<file path="src/rtl/midi_pkg.sv">
// ============================================================================
// Module   : midi_pkg
// Brief    : Shared types and timing constants for the MIDI transmit path.
// Revision : 1.0 - initial release
// ============================================================================
`default_nettype none

package midi_pkg;

    typedef enum logic [1:0] {
        IDLE  = 2'd0,
        START = 2'd1,
        DATA  = 2'd2,
        STOP  = 2'd3
    } tx_state_t;

    localparam int MIDI_BAUD            = 31250;
    localparam int SYS_CLK_HZ           = 50000000;
    localparam int CLKS_PER_BIT_DEFAULT = SYS_CLK_HZ / MIDI_BAUD;

endpackage

`default_nettype wire

</file>
<file path="src/rtl/midi_tx_fifo.sv">
// ============================================================================
// Module   : midi_tx_fifo
// Brief    : Small register FIFO buffering bytes ahead of the serialiser.
// Revision : 1.0 - initial release
// ============================================================================
`default_nettype none

module midi_tx_fifo
    import midi_pkg::*;
#(
    parameter int WIDTH = 8,
    parameter int DEPTH = 4
) (
    input  logic             clk,
    input  logic             rst_n,
    input  logic             i_push,
    input  logic [WIDTH-1:0] i_data,
    input  logic             i_pop,
    output logic [WIDTH-1:0] o_data,
    output logic             o_full,
    output logic             o_empty
);

    localparam int AW = $clog2(DEPTH);
    localparam logic [AW:0] c_DEPTH = (AW+1)'(DEPTH);

    logic [WIDTH-1:0] r_mem [DEPTH];
    logic [AW-1:0]    r_wr;
    logic [AW-1:0]    r_rd;
    logic [AW:0]      r_count;
    logic             w_push;
    logic             w_pop;

    assign o_full  = (r_count == c_DEPTH);
    assign o_empty = (r_count == '0);
    assign w_push  = i_push && !o_full;
    assign w_pop   = i_pop && !o_empty;
    assign o_data  = r_mem[r_rd];

    always_ff @(posedge clk or negedge rst_n) begin
        if (!rst_n) begin
            for (int i = 0; i < DEPTH; i++) r_mem[i] <= '0;
            r_wr    <= '0;
            r_rd    <= '0;
            r_count <= '0;
        end else begin
            if (w_push) begin
                r_mem[r_wr] <= i_data;
                r_wr        <= r_wr + AW'(1);
            end
            if (w_pop) r_rd <= r_rd + AW'(1);
            case ({w_push, w_pop})
                2'b10:   r_count <= r_count + (AW+1)'(1);
                2'b01:   r_count <= r_count - (AW+1)'(1);
                default: r_count <= r_count;
            endcase
        end
    end

endmodule

`default_nettype wire

</file>
<file path="src/rtl/midi_tx.sv">
// ============================================================================
// Module   : midi_tx
// Brief    : 8N1 serial byte transmitter for the MIDI output pin.
//            Define MIDI_TX_FIFO_EN to add a 4-entry input FIFO.
// Revision : 1.0 - initial release
// ============================================================================
`default_nettype none

module midi_tx
    import midi_pkg::*;
#(
    parameter int CLKS_PER_BIT = CLKS_PER_BIT_DEFAULT,
    parameter int DATA_BITS    = 8
) (
    input  logic                 clk,
    input  logic                 rst_n,
    input  logic [DATA_BITS-1:0] i_tx_data,
    input  logic                 i_tx_valid,
    output logic                 o_tx_ready,
    output logic                 o_tx_busy,
    output logic                 o_out
);

    localparam int CW = (CLKS_PER_BIT > 1) ? $clog2(CLKS_PER_BIT) : 1;
    localparam logic [CW-1:0] c_BIT_LAST = CW'(CLKS_PER_BIT - 1);
    localparam logic [2:0]    c_IDX_LAST = 3'(DATA_BITS - 1);

    tx_state_t            r_state;
    logic [CW-1:0]        r_baud;
    logic [2:0]           r_idx;
    logic [DATA_BITS-1:0] r_shift;
    logic                 r_out;
    logic                 r_busy;
    logic                 w_start;
    logic [DATA_BITS-1:0] w_byte;
    logic                 w_bit_end;

    assign w_bit_end = (r_baud == c_BIT_LAST);
    assign o_out     = r_out;

`ifdef MIDI_TX_FIFO_EN
    logic w_full;
    logic w_empty;

    assign w_start    = (r_state == IDLE) && !w_empty;
    assign o_tx_ready = !w_full;
    assign o_tx_busy  = r_busy || !w_empty;

    midi_tx_fifo #(
        .WIDTH (DATA_BITS),
        .DEPTH (4)
    ) u_fifo (
        .clk     (clk),
        .rst_n   (rst_n),
        .i_push  (i_tx_valid),
        .i_data  (i_tx_data),
        .i_pop   (w_start),
        .o_data  (w_byte),
        .o_full  (w_full),
        .o_empty (w_empty)
    );
`else
    logic r_ready;

    assign w_start    = i_tx_valid && r_ready;
    assign w_byte     = i_tx_data;
    assign o_tx_ready = r_ready;
    assign o_tx_busy  = r_busy;

    // Ready returns together with IDLE, giving one extra stop cycle between frames.
    always_ff @(posedge clk or negedge rst_n) begin
        if (!rst_n)                                r_ready <= 1'b1;
        else if (w_start)                          r_ready <= 1'b0;
        else if ((r_state == STOP) && w_bit_end)   r_ready <= 1'b1;
    end
`endif

    // The line is driven from the state one cycle later, so each bit keeps full length.
    always_ff @(posedge clk or negedge rst_n) begin
        if (!rst_n) begin
            r_state <= IDLE;
            r_baud  <= '0;
            r_idx   <= '0;
            r_shift <= '0;
            r_out   <= 1'b1;
            r_busy  <= 1'b0;
        end else begin
            r_baud <= r_baud + CW'(1);
            case (r_state)
                IDLE: begin
                    r_out  <= 1'b1;
                    r_baud <= '0;
                    if (w_start) begin
                        r_shift <= w_byte;
                        r_busy  <= 1'b1;
                        r_state <= START;
                    end
                end
                START: begin
                    r_out <= 1'b0;
                    if (w_bit_end) begin
                        r_baud  <= '0;
                        r_idx   <= '0;
                        r_state <= DATA;
                    end
                end
                DATA: begin
                    r_out <= r_shift[0];
                    if (w_bit_end) begin
                        r_baud  <= '0;
                        r_shift <= r_shift >> 1;
                        if (r_idx == c_IDX_LAST) r_state <= STOP;
                        else                     r_idx   <= r_idx + 3'd1;
                    end
                end
                STOP: begin
                    r_out <= 1'b1;
                    if (w_bit_end) begin
                        r_baud  <= '0;
                        r_busy  <= 1'b0;
                        r_state <= IDLE;
                    end
                end
                default: r_state <= IDLE;
            endcase
        end
    end

endmodule

`default_nettype wire

</file>
<file path="config.mk">
export PLATFORM = sky130hd
export DESIGN_NAME = midi_tx
export DESIGN_NICKNAME = d
export VERILOG_FILES = /design/src/rtl/midi_pkg.sv /design/src/rtl/midi_tx_fifo.sv /design/src/rtl/midi_tx.sv
export SDC_FILE = /design/constraint.sdc
export NUM_CORES = 1
export LEC_CHECK = 0
export CORE_MARGIN = 5
export CORE_UTILIZATION = 40
export CTS_CLUSTER_DIAMETER = 200
export DETAILED_ROUTE_END_ITERATION = 10
export PLACE_DENSITY = 0.58
export RECOVER_POWER = 25
export SLEW_MARGIN = 20
export SYNTH_ARGS = -nofsm -noshare
export SYNTH_HDL_FRONTEND = slang
export SYNTH_SLANG_ARGS = --single-unit
</file>
<file path="constraint.sdc">
create_clock -name clk -period 2.3 [get_ports clk]
set_clock_uncertainty 0.05 [all_clocks]
set_input_delay 0.23 -clock clk [delete_from_list [all_inputs] [get_ports clk]]
set_output_delay 0.23 -clock clk [all_outputs]
set_load 0.02 [all_outputs]
</file>
==> results.json <==
{
  "outcome": "finished clean",
  "syn_inst": 131,
  "grt_antenna_before_repair": 0,
  "first_global_vias": 1107,
  "holdCritPathClass": "reg2reg",
  "rsz0062_at_grt": "false",
  "fmax_mhz": 498.0,
  "syn_nets": 150,
  "setup_viol": 0,
  "root_buffer": "clkbuf_8",
  "cts_max_level": 1,
  "start_util": 0.4067,
  "path_class": "reg2reg",
  "worstMarginPinSlew_ns": 1.445,
  "min_period_ns": 2.008,
  "die_y_um": 70.55,
  "ios": 14,
  "avgSynthCellArea_um2": 11.19,
  "ys_ff_latch": 27,
  "dp_cells": 192,
  "cp_cell_sequence": "inv_1 -> ha_1 -> or3_1 -> a221oi_2 -> mux2_2",
  "dpl.hpwl_mm": 1.942,
  "core_area_mm2": 0.003606,
  "vias": 998,
  "final_cell_area_mm2": 0.001707,
  "power_uw": 792.9,
  "placed_area_mm2": 0.001662,
  "start_kind": "flip-flop",
  "synth_edf_count": 0,
  "cp-end-kind": "flip-flop",
  "critPathBufInv": 1,
  "synth-main-ff-cell": "dfrtp_1",
  "power_leakage_nw": 0.7222,
  "maxSlewHeadroom": 0.03674,
  "finalMaxSlewViolations": 0,
  "grt_overflow_total": 0,
  "drcViolationCount": 0,
  "nFillCells": 353,
  "final_util": 0.4733,
  "routed_wl_mm": 2.598,
  "layout_commonest_cell": "dfrtp_1",
  "cp.arrival_ns": 2.12,
  "nNetsFinal": 168,
  "post_cts_resized": 0,
  "place_congestion": 0.8291,
  "io_buffers": 13,
  "powerDensity_mw_per_mm2": 464.6,
  "fp-row-count": 22,
  "hold_buffers": 0,
  "required_ns": 2.41,
  "grt_util_all_layers": 0.1159,
  "cts.path.max_buffers": 2,
  "clk_latency_ns": 0.27,
  "dieWidth_um": 70.55,
  "crit_family": "simple AND/OR/NAND/NOR gates",
  "first_pass_iters": 3,
  "grt_start_max_net_pins": 28,
  "n_antenna_cell": 0,
  "grt_pass1_wl_mm": 4.871,
  "final_cell_mix": "dfrtp_1, mux2_2, nor2_1, clkdlybuf4s50_1, ha_1",
  "synth.cell_area_mm2": 0.001466,
  "antenna_left": 0,
  "cts_buffers": 3,
  "synth_cell_types": 36,
  "syn_to_final_growth_pct": 16.38,
  "clock-sinks": 27,
  "drive_above_1_share": 0.2095,
  "vias_per_cell": 5.092,
  "cts_tree": "built",
  "peakVddDrop_mv": 0.2196,
  "hold_viol_final": 0,
  "cp_max_fo": 5,
  "yosysWarningCount": 0,
  "fp.dieArea_mm2": 0.004977,
  "stdcell_count": 196,
  "max_stage_delay_ns": 0.42,
  "critPathSlowestCell": "or3_1",
  "drtIter0Drc": 35,
  "max_cap_violations": 0,
  "clkTransAtPathRegs_ns": 0.09,
  "wire_per_inst_um": 13.26,
  "synthArstFlopShare": 1.000,
  "synth.yosys.seq_area_share": 0.4625,
  "post-route-period-util": 0.8731,
  "timing.setup.tns_ns": 0,
  "post_cts_buffers": 0
}
## where the power goes
group / internal [mW] / leakage (nW) / switching [mW]
clock network: 0.123 / 0.0217 / 0.148
registers: 0.481 / 0.324 / 0.00298
logic: 0.0236 / 0.377 / 0.0145
total: 0.627 / 0.722 / 0.166
## cells in the mapped netlist, types with 2 or more instances
cell	number	area, um^2
nand4_1	4	25.02
o31ai_1	2	15.01
mux2_2	15	168.9
nand3_1	6	30.03
nand2b_1	2	12.51
o21ai_0	5	25.02
inv_1	6	22.52
dfstp_2	2	52.55
dfrtp_1	25	625.6
o311ai_1	3	26.28
ha_1	8	100.1
a21oi_1	4	20.02
buf_2	2	10.01
and3_1	2	12.51
xor2_1	7	61.31
nor2_1	12	45.04
nand2_1	7	26.28
## worst register-to-register path, delay by kind of cell, from the launching register on
| family | cells | cell delay (ns) |
|---|---|---|
| AOI/OAI and AO/OA | 1 | 0.29 |
| and+or+nand+nor | 1 | 0.42 |
| adders and majority gates | 1 | 0.27 |
| DFF | 1 | 0.41 |
| buffers and inverters | 1 | 0.10 |
| muxes | 1 | 0.36 |
## routing by layer
layer / GRT usage / wire length [um] / vias up
met5: 0 / 0 / -
met4: 0.02088 / 17 / 0
met2: 0.2058 / 1319 / 11
met3: 0.02557 / 95 / 4
li1: - / - / 500
met1: 0.1466 / 1166 / 483
## per-stage QoR
stage,setup WS (ns),hold WS [ns]
after floorplan,0.4474,-0.1156
after detailed placement,0.3054,0.4407
after global placement,0.3391,0.4317
final,0.2919,0.4519
after CTS,0.2767,0.2889
after global routing,0.1715,0.4850
## flip-flops by register name (all words and copies together) (netlist names)
register and cells:
o_tx_busy 1, o_out 1, r_state 2, r_idx 3
r_shift 8, o_tx_ready 1, r_baud 11
## worst paths after layout
path | cells after the start | to | slack (ns) | start
setup / recovery | 5 | r_state[1] | 0.29 | r_state[0]
hold / removal | 1 | o_tx_ready | 0.45 | o_tx_ready
setup reg to reg | 5 | r_state[1] | 0.29 | r_state[0]
max in group asynchronous | 2 | r_baud[7] | 0.59 | rst_n
hold reg to reg | 1 | o_tx_ready | 0.45 | o_tx_ready
min in group asynchronous | 2 | r_idx[1] | 0.77 | rst_n
## kinds of logic after synthesis
logic type / share of synthesized area
simple gates: 0.1579
xor+xnor: 0.04778
buf+inv: 0.03754
compound gates: 0.1041
flops: 0.4625
fa+ha+maj: 0.06826
mux: 0.1220
## layout make-up
type | instances | area, um^2 | area share
inverter | 6 | 22.52 | 0.01320
clock inverter | 1 | 7.507 | 0.004399
sequential | 27 | 678.2 | 0.3974
timing repair buffer | 18 | 163.9 | 0.09604
tap | 48 | 60.06 | 0.03519
clock buffer | 3 | 41.29 | 0.02419
multi-input combinational | 93 | 733.2 | 0.4296
Power figures use the tool's default switching activity.
